$ cat src/rtl/axis_i2s_transmitter.sv
// axis_i2s_transmitter
//   Final audio output stage. Pairs left/right AXIS words into a stereo holding
//   buffer and serialises each pair onto a Philips-format I2S link (64 BCLK per
//   frame, AUDIO_WIDTH-bit sample per 32-bit slot, MSB first, one BCLK after LRCK).
//   BCLK and LRCK are derived from clk.
// Ports:
//   clk, rst      : system clock, synchronous active-high reset
//   s_axis_data   : audio word, sample in [AUDIO_WIDTH-1:0]
//   s_axis_valid  : word valid
//   s_axis_ready  : buffer can take a word (registered)
//   s_axis_last   : 0 = left word, 1 = right word
//   i2s_bclk      : bit clock, falls when the divider wraps
//   i2s_lrck      : word select, 0 = left slot, 1 = right slot
//   i2s_sdata     : serial data, changes on BCLK falling edge
//   underrun      : 1-cycle pulse, frame loaded without a complete pair
//   sync_err      : 1-cycle pulse, left/right order violated on input
module axis_i2s_transmitter #(
  parameter int unsigned DATA_WIDTH  = 32,
  parameter int unsigned AUDIO_WIDTH = 24,
  parameter int unsigned BCLK_DIV    = 4
) (
  input  logic                  clk,
  input  logic                  rst,
  input  logic [DATA_WIDTH-1:0] s_axis_data,
  input  logic                  s_axis_valid,
  output logic                  s_axis_ready,
  input  logic                  s_axis_last,
  output logic                  i2s_bclk,
  output logic                  i2s_lrck,
  output logic                  i2s_sdata,
  output logic                  underrun,
  output logic                  sync_err
);

  localparam int unsigned DIV_W = $clog2(BCLK_DIV);

  logic [DIV_W-1:0]         r_div_cnt;
  logic                     r_bclk;
  logic [5:0]               r_bit_cnt;
  logic                     r_lrck;
  logic                     r_sdata;
  logic [2*AUDIO_WIDTH-1:0] r_shift;
  logic [AUDIO_WIDTH-1:0]   r_hold_l;
  logic [AUDIO_WIDTH-1:0]   r_hold_r;
  logic                     r_pair_full;
  logic                     r_expect_right;
  logic                     r_ready;
  logic                     r_underrun;
  logic                     r_sync_err;

  logic                     w_fall_tick;
  logic [DIV_W-1:0]         w_div_next;
  logic [5:0]               w_bit_next;
  logic [4:0]               w_pos_next;
  logic                     w_data_bit;
  logic                     w_load;
  logic                     w_accept;
  logic [AUDIO_WIDTH-1:0]   w_sample;
  logic [AUDIO_WIDTH-1:0]   w_hold_l_next;
  logic [AUDIO_WIDTH-1:0]   w_hold_r_next;
  logic                     w_pair_full_next;
  logic                     w_expect_right_next;
  logic                     w_sync_err_next;

  if (DATA_WIDTH > AUDIO_WIDTH) begin : g_unused_bits
    logic w_unused_data;
    assign w_unused_data = ^s_axis_data[DATA_WIDTH-1:AUDIO_WIDTH];
  end

  assign w_fall_tick = (r_div_cnt == DIV_W'(BCLK_DIV - 1));
  assign w_div_next  = w_fall_tick ? '0 : r_div_cnt + DIV_W'(1);
  assign w_bit_next  = r_bit_cnt + 6'd1;
  assign w_pos_next  = w_bit_next[4:0];
  // Slot positions 1..AUDIO_WIDTH carry sample bits; position 0 and the tail pad with 0.
  assign w_data_bit  = (w_pos_next != 5'd0) && (w_pos_next <= 5'(AUDIO_WIDTH));
  assign w_load      = w_fall_tick && (r_bit_cnt == 6'd63);
  assign w_accept    = s_axis_valid && r_ready;
  assign w_sample    = s_axis_data[AUDIO_WIDTH-1:0];

  // Input pairing. Ready is low whenever the pair is full, so an accept and a
  // frame load that empties the buffer never target the same pair.
  always_comb begin
    w_hold_l_next       = r_hold_l;
    w_hold_r_next       = r_hold_r;
    w_pair_full_next    = r_pair_full;
    w_expect_right_next = r_expect_right;
    w_sync_err_next     = 1'b0;
    if (w_load && r_pair_full) begin
      w_pair_full_next = 1'b0;
    end
    if (w_accept) begin
      if (!s_axis_last) begin
        // A second left word replaces the first and still waits for a right.
        w_hold_l_next       = w_sample;
        w_expect_right_next = 1'b1;
        w_sync_err_next     = r_expect_right;
      end else if (r_expect_right) begin
        w_hold_r_next       = w_sample;
        w_pair_full_next    = 1'b1;
        w_expect_right_next = 1'b0;
      end else begin
        // Right word without a left: dropped.
        w_sync_err_next = 1'b1;
      end
    end
  end

  always_ff @(posedge clk) begin
    if (rst) begin
      r_div_cnt      <= '0;
      r_bclk         <= 1'b0;
      r_bit_cnt      <= '0;
      r_lrck         <= 1'b0;
      r_sdata        <= 1'b0;
      r_shift        <= '0;
      r_hold_l       <= '0;
      r_hold_r       <= '0;
      r_pair_full    <= 1'b0;
      r_expect_right <= 1'b0;
      r_ready        <= 1'b0;
      r_underrun     <= 1'b0;
      r_sync_err     <= 1'b0;
    end else begin
      r_div_cnt      <= w_div_next;
      // Registered from the next count so BCLK falls together with the serial outputs.
      r_bclk         <= (w_div_next >= DIV_W'(BCLK_DIV / 2));
      r_hold_l       <= w_hold_l_next;
      r_hold_r       <= w_hold_r_next;
      r_pair_full    <= w_pair_full_next;
      r_expect_right <= w_expect_right_next;
      r_ready        <= !w_pair_full_next;
      // Uses the registered flag: a pair completing on the load tick waits a frame.
      r_underrun     <= w_load && !r_pair_full;
      r_sync_err     <= w_sync_err_next;
      if (w_fall_tick) begin
        r_bit_cnt <= w_bit_next;
        r_lrck    <= w_bit_next[5];
        if (w_load) begin
          r_sdata <= 1'b0;
          r_shift <= r_pair_full ? {r_hold_l, r_hold_r} : '0;
        end else if (w_data_bit) begin
          r_sdata <= r_shift[2*AUDIO_WIDTH-1];
          r_shift <= {r_shift[2*AUDIO_WIDTH-2:0], 1'b0};
        end else begin
          r_sdata <= 1'b0;
        end
      end
    end
  end

  assign s_axis_ready = r_ready;
  assign i2s_bclk     = r_bclk;
  assign i2s_lrck     = r_lrck;
  assign i2s_sdata    = r_sdata;
  assign underrun     = r_underrun;
  assign sync_err     = r_sync_err;

endmodule

$ cat config.mk
export PLATFORM = sky130hd
export DESIGN_NAME = axis_i2s_transmitter
export DESIGN_NICKNAME = d
export VERILOG_FILES = /design/src/rtl/axis_i2s_transmitter.sv
export SDC_FILE = /design/constraint.sdc
export NUM_CORES = 1
export LEC_CHECK = 0
export BUFFER_PORTS_ARGS = -buffer_cell sky130_fd_sc_hd__buf_4
export CAP_MARGIN = 15
export CORE_UTILIZATION = 30
export DETAILED_ROUTE_END_ITERATION = 12
export PLACE_DENSITY = 0.47
export RECOVER_POWER = 100
export SLEW_MARGIN = 20
export SYNTH_ARGS = -nofsm -noshare
export SYNTH_HDL_FRONTEND = slang
export SYNTH_SLANG_ARGS = --single-unit
$ cat constraint.sdc
create_clock -name clk -period 2.1 [get_ports clk]
set_input_delay 0.21 -clock clk [delete_from_list [all_inputs] [get_ports clk]]
set_output_delay 0.21 -clock clk [all_outputs]
set_load 0.05 [all_outputs]
==> impl_results.md, run 1 <==
- Status: finished, final reports clean
- Mapped Cells: 549
- Startpoint class of the critical path: flop
- Util after Layout: 0.342
- CTS root buf: clkbuf_16
- GP Congestion: 0.723
- Synth Cell Area: 4650 sq um
- Sequential share of the synthesized area: 0.474
- Hold path depth: 3
- Die H: 126 um
- DRT Pass-1 Iters: 4
- Simple-gate area share of the yosys netlist: 0.218
- Overall routing resource usage: 0.158
- Final Max Tran Viols: 0
- Total Wirelength: 12,000 um
- Row count: 45
- Mapped Nets: 588
- Syn-to-layout area delta: 11.4%
- Main combinational cell family by area after synthesis: compound AO/OA/AOI/OAI gates
- Detail Placement HPWL: 6970 um
- FMAX: 0.564 GHz
- Yosys warns: 0
- R2R Path Start: r_bit_cnt[0]
- Final Hold Vio Count: 0
- Ranking of synthesized cells by area: dfxtp_1, nand2_1, a311oi_1, a21oi_1, nand3_1
- CTS max path bufs: 2
- Die footprint: 16,000 sq um
- Routed Antenna Nets: 0
- Worst hold slack: 0.107 ns
- Post-CTS sizing: 0
- Largest net degree at the start of global routing: 59
- Syn avg cell area: 8.47 sq um
- H-tree depth: 3
- Initial DRC Count: 283
- Clk sink count: 110
- Drt drc: 0
- Initial antenna violation count: 0
- Floorplan Core Area: 15,100 sq um
- Setup TNS: 0 ns
- Worst reg2reg endpoint: r_shift[46]
- Crit path max fanout: 15
- # hold bufs at CTS: 0
- Layout cells sized above 1: 0.122
- CP endpoint kind: flop
- Layout Nets: 591
- CTS tree: done
- Worst Path Arrival: 2.03 ns
- Worst-case reg-to-reg path depth: 5
- Placed instance area: 4990 sq um
- Xor and xnor area share after synthesis: 0.00754
- Yosys top cell area share: 0.474
- Area share of fa/ha/maj cells after synthesis: 0.00808
- Total number of vias: 3,996
- I/O pins: 42
- Avg WL per Cell: 16.2 um
- Post-synth EDFFs: 0
- Initial Util: 0.307
- Place WS: 0.262 ns
- Num CTS Buffers: 9
- Final instance area: 5180 sq um
- Total power: 4.19 mW
- Min cycle time layout: 1.77 ns
- Antenna fix cells: 0
- Max Cap Viol: 0
- Worst setup path class: flop to flop
- Synth Area in Compound Gates: 0.221
- Vias in the first global route: 3,910
- Cells after DPL: 729
- FF+latch count, synth: 110
- Worst setup margin: 0.328 ns
- Finished Layout Cells: 744
- Cell taking the most area after synthesis: dfxtp_1
- Hold Startpoint: s_axis_data[6]
- Most common cell after layout, fill and taps aside: dfxtp_1
- Yosys cell types: 34
- CP required: 2.36 ns
- Period Utilization, post-route: 0.844
- VDD IR max: 0.363 mV
- Slew @ Worst Pin: 0.806 ns
- Clock Latency Late Sink: 0.35 ns
- I/O Buffers: 33
- RSZ-0062 raised after global routing: no
- First-pass GRT wire length: 20,100 um
- Clk slew on worst S/H paths: 0.07 ns
- Most frequent cells in the layout: dfxtp_1, nand2_1, a21oi_1
- Final Setup Violations: 0
- Top FF cell, synth: dfxtp_1
- Final Skew: 0.00740 ns
- Hold worst-path end: r_hold_r[6]
- GRT overflow: 0
- Hold Path Class: primary input to flop
- Post-CTS setup buffers: 0
- Share of flip-flops with an asynchronous set or reset: 0
- P_leak: 1.58 nW
- Max-slew headroom: 0.463
- Power density cells: 810 nW/um^2
- Multiplexer area fraction after synthesis: 0.00215
- Die width: 126 um
- Reg2Reg Setup Slack: 0.33 ns
- Vias per cell: 5.37
-- worst max-delay path, cell delays in order, from the launching register on --
cell and delay, ns:
dfxtp_1 0.34, ha_1 0.24, and4_4 0.23, or2_2 0.28, clkbuf_2 0.28, a311oi_1 0.31
-- flip-flops by register name (all words and copies together) (netlist names) --
name,cells
r_pair_full,1
s_axis_ready,1
r_hold_l,24
sync_err,1
i2s_sdata,1
underrun,1
r_bit_cnt,6
r_expect_right,1
r_hold_r,24
r_shift,48
r_div_cnt,2
-- area by class of cell --
class	count	area [sq um]
fill	1579	9970
sequential	110	2200
multi-input combinational	379	2090
timing repair buffer	52	384
clock buffer	14	264
tap	188	235
clock inverter	1	5.00
-- layer usage --
layer	up-vias	routed length, um	track usage
met5	-	0	0
met4	0	197	0.0638
met3	14	498	0.0232
met2	94	5640	0.258
met1	1906	5710	0.209
li1	1982	-	-
-- power breakdown --
| part | internal, mW | switching [mW] |
|---|---|---|
| sequential | 2.18 | 0.0462 |
| clock | 0.864 | 0.738 |
| combinational | 0.158 | 0.210 |
-- synth_stat cells, types with 2 or more instances --
cell / n
ha_1: 3
xnor2_1: 2
clkbuf_1: 30
and3_1: 2
a311oi_1: 33
buf_6: 7
buf_4: 7
o21ai_0: 47
a311oi_2: 14
o21ai_1: 2
buf_2: 14
nand4_1: 3
nor2_1: 6
nand3_1: 50
nand2_1: 100
and3b_1: 2
nor3_1: 48
xor2_1: 2
dfxtp_1: 110
a21oi_1: 53
-- logic make-up after synthesis --
group                    count (synthesis)
AND/OR/NAND/NOR                        221
AO/OA/AOI/OAI                          150
flip-flops                             110
buffers and inverters                   60
XOR/XNOR                                 4
adder cells (fa/ha/maj)                  3
multiplexers                             1
-- worst max path at each step --
stage	depth (start not counted)	startpoint	end	slack, ns
final	5	r_bit_cnt[0]	r_shift[46]	0.33
after CTS	4	r_expect_right	r_hold_r[23]	0.25
after floorplan	8	r_div_cnt[1]	r_shift[30]	0.17
after global routing	5	r_bit_cnt[0]	r_shift[18]	0.17
after global placement	4	r_expect_right	r_hold_r[20]	0.32
after detailed placement	4	r_expect_right	r_hold_r[23]	0.26
Power figures use the tool's default switching activity.
==> run 2: changes to the inputs <==
--- a/config.mk
+++ b/config.mk
@@ -5,11 +5,12 @@
 export SDC_FILE = /design/constraint.sdc
 export NUM_CORES = 1
 export LEC_CHECK = 0
+export ABC_AREA = 1
 export BUFFER_PORTS_ARGS = -buffer_cell sky130_fd_sc_hd__buf_4
 export CAP_MARGIN = 15
 export CORE_UTILIZATION = 30
 export DETAILED_ROUTE_END_ITERATION = 12
-export PLACE_DENSITY = 0.47
+export PLACE_DENSITY = 0.48
 export RECOVER_POWER = 100
 export SLEW_MARGIN = 20
 export SYNTH_ARGS = -nofsm -noshare
==> constraint.sdc (replaced) <==
create_clock -name clk -period 1.4 [get_ports clk]
set_input_delay 0.14 -clock clk [delete_from_list [all_inputs] [get_ports clk]]
set_output_delay 0.14 -clock clk [all_outputs]
set_load 0.05 [all_outputs]
==> run 2 against run 1 <==
  * The flow now finishes with violations (setup timing)
  * Clock power increased by 61%
  * Highest routed layer unchanged
  * Sequential share of layout area decreased by 6.9 points
  * Worst setup slack got worse by 0.37 ns
  * Critical path type unchanged
  * Largest cell class is now multi-input combinational cells
  * Non-clock buffer count increased by 25
  * Utilization increased by 4.5 points
  * Combinational power increased by 100%
  * Synthesized cell count increased by 28%
  * Maximum frequency increased by 23%
  * Register-to-register slack got worse by 0.37 ns
  * Final cell count increased by 27%
  * Routed wire length increased by 17%
  * Power increased by 59%
==> impl_results.md, run 2 <==
- Hold path depth: 3
- Highest cell delay on the worst timing path: 0.35 ns
- Floorplan Core Area: 16,100 sq um
- Sequential share of the synthesized area: 0.441
- Drt drc: 0
- Min cycle time layout: 1.44 ns
- Initial antenna violation count: 0
- VDD IR max: 0.590 mV
- CP endpoint kind: flop
- Vias in the first global route: 4,421
- Worst setup path class: flop to flop
- Avg WL per Cell: 14.8 um
- Hold worst-path end: r_hold_l[2]
- Most numerous cell on the critical path: nand2_4
- Clk sink count: 110
- Share of flip-flops with an asynchronous set or reset: 0
- Failing checks: setup timing
- Max FFs per register: 48
- Max stage delay cell, worst path: dfxtp_2
- Die width: 131 um
- Ranking of synthesized cells by area: dfxtp_1, nand2_1, nor2_1, o21ai_0, nand3b_1
- Reg2Reg Setup Slack: -0.04 ns
- Vias per cell: 4.83
- P_leak: 2.89 nW
- Most frequent cells in the layout: nand2_1, nor2_1, dfxtp_1
- FMAX: 0.693 GHz
- RSZ-0062 raised after global routing: yes
- Regs by FF count: r_shift: 48 flops, r_hold_l: 24 flops, r_hold_r: 24 flops
- Total power: 6.68 mW
- H-tree depth: 3
- I/O Buffers: 33
- Final Hold Vio Count: 0
- Post-synth top cells: nand2_1, dfxtp_1, nor2_1
- Startpoint class of the critical path: flop
- Antenna fix cells: 0
- Reg with most FFs: r_shift
- Crit path max fanout: 24
- Routed Antenna Nets: 0
- Worst setup margin: -0.0424 ns
- Worst-case reg-to-reg path depth: 9
- Syn avg cell area: 7.14 sq um
- Multi-input gate area: 2370 sq um
- Mapped Nets: 739
- Final instance area: 6210 sq um
- # fillers: 1,687
- Status: finished with violations
- Syn-to-layout area delta: 24.3%
- Sequence of cells on the critical path: ha_4 -> nand2_4 -> nor2_4 -> nand2_4 -> buf_12 -> buf_6 -> nand3b_1 -> nand2_1 -> nor2_1
- Worst Path Arrival: 1.74 ns
- Yosys cell types: 24
- Hold Startpoint: s_axis_data[2]
- First-pass GRT wire length: 22,500 um
- Yosys warns: 0
- Final Skew: 0.00566 ns
- R2R Path Start: r_div_cnt[0]
- Hold Path Class: primary input to flop
- Detail Route met3 WL: 522 um
- Delay-heaviest family, CP: simple AND/OR/NAND/NOR gates
- Overall routing resource usage: 0.170
- Power density cells: 1080 nW/um^2
- Clk slew on worst S/H paths: 0.07 ns
- GRT overflow: 0
- Synth Cell Area: 5000 sq um
- Worst reg2reg endpoint: r_shift[39]
- Most common cell after layout, fill and taps aside: nand2_1
- Num CTS Buffers: 9
- Slew @ Worst Pin: 0.423 ns
- Row count: 46
- FF+latch count, synth: 110
- Final Setup Violations: 22
- Post-synth EDFFs: 0
- Worst path buffer plus inverter count: 2
- Final Max Tran Viols: 0
- CTS max path bufs: 2
- Clock Latency Late Sink: 0.36 ns
- Mapped Cells: 700
- GP Congestion: 0.739
- Detail Placement HPWL: 7560 um
- CTS tree: done
- Cell taking the most area after synthesis: dfxtp_1
- I/O pins: 42
- CP required: 1.70 ns
- DRT Pass-1 Iters: 5
- Total number of vias: 4,575
- Layout Nets: 767
- WL met2: 6430 um
- Initial DRC Count: 270
- Most common cell in the netlist: nand2_1
- Layout cells sized above 1: 0.160
- Max-slew headroom: 0.718
- Largest net degree at the start of global routing: 51
- Initial Util: 0.311
- Place WS: -0.0986 ns
- Total Wirelength: 14,100 um
- Yosys top cell area share: 0.441
- Placed instance area: 5660 sq um
- # hold bufs at CTS: 0
- WL met1: 6960 um
- CTS root buf: clkbuf_16
- Top FF cell, synth: dfxtp_1
- Highest routed layer: met4
- Die footprint: 17,200 sq um
- Period Utilization, post-route: 1.03
- Max Cap Viol: 0
- Die H: 131 um
- Storage cell area: 2210 sq um
## run 2: kinds of logic after synthesis
group | count (synthesis) | share of synthesized area
simple gates | 365 | 0.345
buf+inv | 115 | 0.0989
flops | 110 | 0.441
compound gates | 107 | 0.108
fa+ha+maj | 3 | 0.00751
## run 2: per-stage QoR
step | util | cells | TNS [ns] | hold slack, ns
5_1_grt | 0.387 | 948 | -4.03 | 0.0198
2_1_floorplan | - | 700 | -2.99 | 0.275
6_report | 0.387 | 948 | -0.297 | 0.0158
3_3_place_gp | 0.352 | 921 | -0.303 | 0.381
3_5_place_dp | 0.352 | 921 | -0.915 | 0.382
4_1_cts | 0.375 | 940 | -0.247 | 0.00815
## run 2: area by class of cell
cell class / count / share of cell area
tap: 216 / 0.0435
inverter: 55 / 0.0336
multi-input combinational: 475 / 0.382
timing repair buffer: 77 / 0.139
clock buffer: 14 / 0.0409
clock inverter: 1 / 0.00483
sequential: 110 / 0.356
## run 2: layer usage
metal  track usage  vias to the layer above
li1              -                     2351
met1         0.212                     2144
met2         0.290                       71
met4        0.0581                        0
met5             0                        -
met3        0.0369                        9
## run 2: power breakdown
| part | internal [mW] | switching [mW] |
|---|---|---|
| registers | 3.28 | 0.0723 |
| clock network | 1.43 | 1.14 |
| logic | 0.337 | 0.416 |
| total | 5.05 | 1.63 |
## run 2: repair_timing
| action | in CTS | in global routing |
|---|---|---|
| cloned | 2 | 5 |
| setup endpoints to repair | 48 | 80 |
| hold endpoints to repair | 0 | 0 |
| buffers inserted | 2 | 3 |
| pin swaps | 1 | 26 |
| gates resized for setup | 13 | 28 |
## run 2: how the worst max path moves through the flow
stage	depth (start not counted)	from	end
4_1_cts	9	r_div_cnt[1]	r_shift[39]
3_3_place_gp	9	r_div_cnt[0]	r_shift[14]
2_1_floorplan	10	r_div_cnt[1]	r_shift[28]
6_report	9	r_div_cnt[0]	r_shift[39]
3_5_place_dp	9	r_div_cnt[0]	r_shift[39]
5_1_grt	9	r_div_cnt[0]	r_shift[44]
## run 2: worst reg2reg max path: cells and delay by family, from the launching register on
kind	cells	cell delay [ns]
buffers and inverters	2	0.31
and+or+nand+nor	6	0.55
DFF	1	0.35
adders and majority gates	1	0.17
==> run 3: changes to the inputs <==
--- a/config.mk
+++ b/config.mk
@@ -5,12 +5,12 @@
 export SDC_FILE = /design/constraint.sdc
 export NUM_CORES = 1
 export LEC_CHECK = 0
-export ABC_AREA = 1
 export BUFFER_PORTS_ARGS = -buffer_cell sky130_fd_sc_hd__buf_4
 export CAP_MARGIN = 15
 export CORE_UTILIZATION = 30
 export DETAILED_ROUTE_END_ITERATION = 12
-export PLACE_DENSITY = 0.48
+export GPL_TIMING_DRIVEN = 0
+export PLACE_DENSITY = 0.49
 export RECOVER_POWER = 100
 export SLEW_MARGIN = 20
 export SYNTH_ARGS = -nofsm -noshare
==> run 3 against run 2 <==
  * Routed wire length up 1.2%
  * Critical endpoint is now r_shift[2]
  * Worst setup slack worse by 0.23 ns
  * Register-to-register slack worse by 0.23 ns
  * Maximum frequency fell by 14%
  * The flow still finishes with violations (setup timing)
==> impl_results.md, run 3 (synthesized netlist as in run 1, its figures left out) <==
- Status: finished with violations
- Failing checks: setup timing
- Grt peak-use layer: met2
- Hold path depth: 3
- I/O Buffers: 32
- Antenna fix cells: 0
- Place WS: -0.700 ns
- Min cycle time layout: 1.67 ns
- Reg with most FFs: r_shift
- CP endpoint kind: flop
- Finished Layout Cells: 794
- # fillers: 1,531
- RSZ-0062 raised after global routing: yes
- Floorplan Core Area: 15,100 sq um
- Final Max Tran Viols: 0
- Initial antenna violation count: 0
- Clk sink count: 110
- Most frequent cells in the layout: dfxtp_1, nand2_1, a21oi_1
- Max-slew headroom: 0.485
- Period Utilization, post-route: 1.20
- Crit path max fanout: 9
- Worst-case reg-to-reg path depth: 7
- Die footprint: 16,000 sq um
- Vias per cell: 5.38
- GR Util met2: 0.306
- Largest net degree at the start of global routing: 19
- Initial DRC Count: 297
- Syn-to-layout area delta: 28.8%
- Die width: 126 um
- H-tree depth: 3
- P_leak: 1.89 nW
- First-pass GRT wire length: 22,800 um
- Vias in the first global route: 4,236
- GRT overflow: 0
- CTS max path bufs: 2
- I/O pins: 42
- Regs by FF count: r_shift: 48 flops, r_hold_l: 24 flops, r_hold_r: 24 flops
- Util after Layout: 0.395
- Detail Placement HPWL: 9830 um
- Routed Antenna Nets: 0
- Layout cells sized above 1: 0.285
- Avg WL per Cell: 17.9 um
- Max FFs per register: 48
- Initial Util: 0.307
- Num CTS Buffers: 9
- Clock Latency Late Sink: 0.35 ns
- CP required: 1.66 ns
- Final Setup Violations: 52
- FMAX: 0.597 GHz
- Startpoint class of the critical path: flop
- Final Hold Vio Count: 0
- CTS root buf: clkbuf_16
- DRT Pass-1 Iters: 5
- Hold Path Class: primary input to flop
- Total Wirelength: 14,200 um
- Cells after DPL: 769
- Max Cap Viol: 0
- Worst setup path class: flop to flop
- M3 GR Usage: 0.0240
- CTS tree: done
- Die H: 126 um
- Slew @ Worst Pin: 0.773 ns
- Row count: 45
- GP Congestion: 0.780
- Drt drc: 0
- Final Skew: 0.0100 ns
- Layout Nets: 640
- Power density cells: 1150 nW/um^2
- Most common cell after layout, fill and taps aside: dfxtp_1
- Worst setup margin: -0.275 ns
- Overall routing resource usage: 0.183
- Clk slew on worst S/H paths: 0.07 ns
- VDD IR max: 0.548 mV
- Global Route met1 Usage: 0.240
- Worst Path Arrival: 1.94 ns
- Setup TNS: -10.26 ns
- Total number of vias: 4,268
## run 3: cell count changes in the layout (fill, tap and decap cells not counted), sizes merged, moves of 25 or more
cell | before | now
a311oi | 0 | 47
clkbuf | 18 | 43
inv | 55 | 1
nand2 | 134 | 100
nand3b | 46 | 1
nand4 | 48 | 3
nor2 | 105 | 6
nor3 | 3 | 48
o21ai | 74 | 49
## run 3: cell type report
| class | instances | area, sq um | area share |
|---|---|---|---|
| Buffer | 54 | 425 | 0.0710 |
| Clock buffer | 9 | 225 | 0.0376 |
| Timing Repair Buffer | 47 | 380 | 0.0635 |
| Tap cell | 188 | 235 | 0.0393 |
| Multi-Input combinational cell | 379 | 2410 | 0.403 |
| Sequential cell | 110 | 2210 | 0.370 |
| Clock inverter | 7 | 97.6 | 0.0163 |
## run 3: path summary, 6_finish.rpt
path                                      start            to  slack [ns]
worst max register to register     r_div_cnt[1]    r_shift[2]       -0.27
worst min register to register     r_div_cnt[0]  r_div_cnt[0]        0.45
worst max-delay path               r_div_cnt[1]    r_shift[2]       -0.27
worst min-delay path            s_axis_data[10]  r_hold_r[10]        0.04
## run 3: power by group
part	switching (mW)	internal [mW]	total, mW	leakage [nW]
combinational	0.406	0.342	0.748	0.838
clock	1.21	1.58	2.79	0.152
sequential	0.0778	3.26	3.34	0.896
total	1.70	5.18	6.88	1.89
## run 3: per-stage QoR
| step | area, sq um | power (mW) | hold slack (ns) |
|---|---|---|---|
| final | 5990 | 6.88 | 0.0438 |
| after global routing | 5990 | 7.16 | 0.0411 |
| after CTS | 5860 | 6.90 | 0.0349 |
| after detailed placement | 5180 | 4.03 | 0.411 |
| after global placement | 5180 | 4.01 | 0.408 |
| after floorplan | 4700 | 3.82 | 0.276 |
## run 3: metal layers
metal | wire, um | up-vias
met2 | 6920 | 95
met1 | 6570 | 2073
met3 | 507 | 15
li1 | - | 2085
met5 | 0 | -
met4 | 242 | 0
## run 3: critical path, cell delays in order, from the launching register on
cell      delay, ns
dfxtp_4        0.35
ha_4           0.16
buf_6          0.12
a21boi_4       0.16
or2_4          0.27
buf_12         0.16
buf_6          0.12
a311oi_2       0.24
## run 3: timing repair
action                                 in CTS  in global routing
pin swaps                                   8                  8
resized for setup                          73                 55
buffers inserted                           13                  1
setup endpoints to repair                  88                 93
hold buffers                                0                  0
gates cloned                                1                  1
endpoints found under the hold margin       0                  0
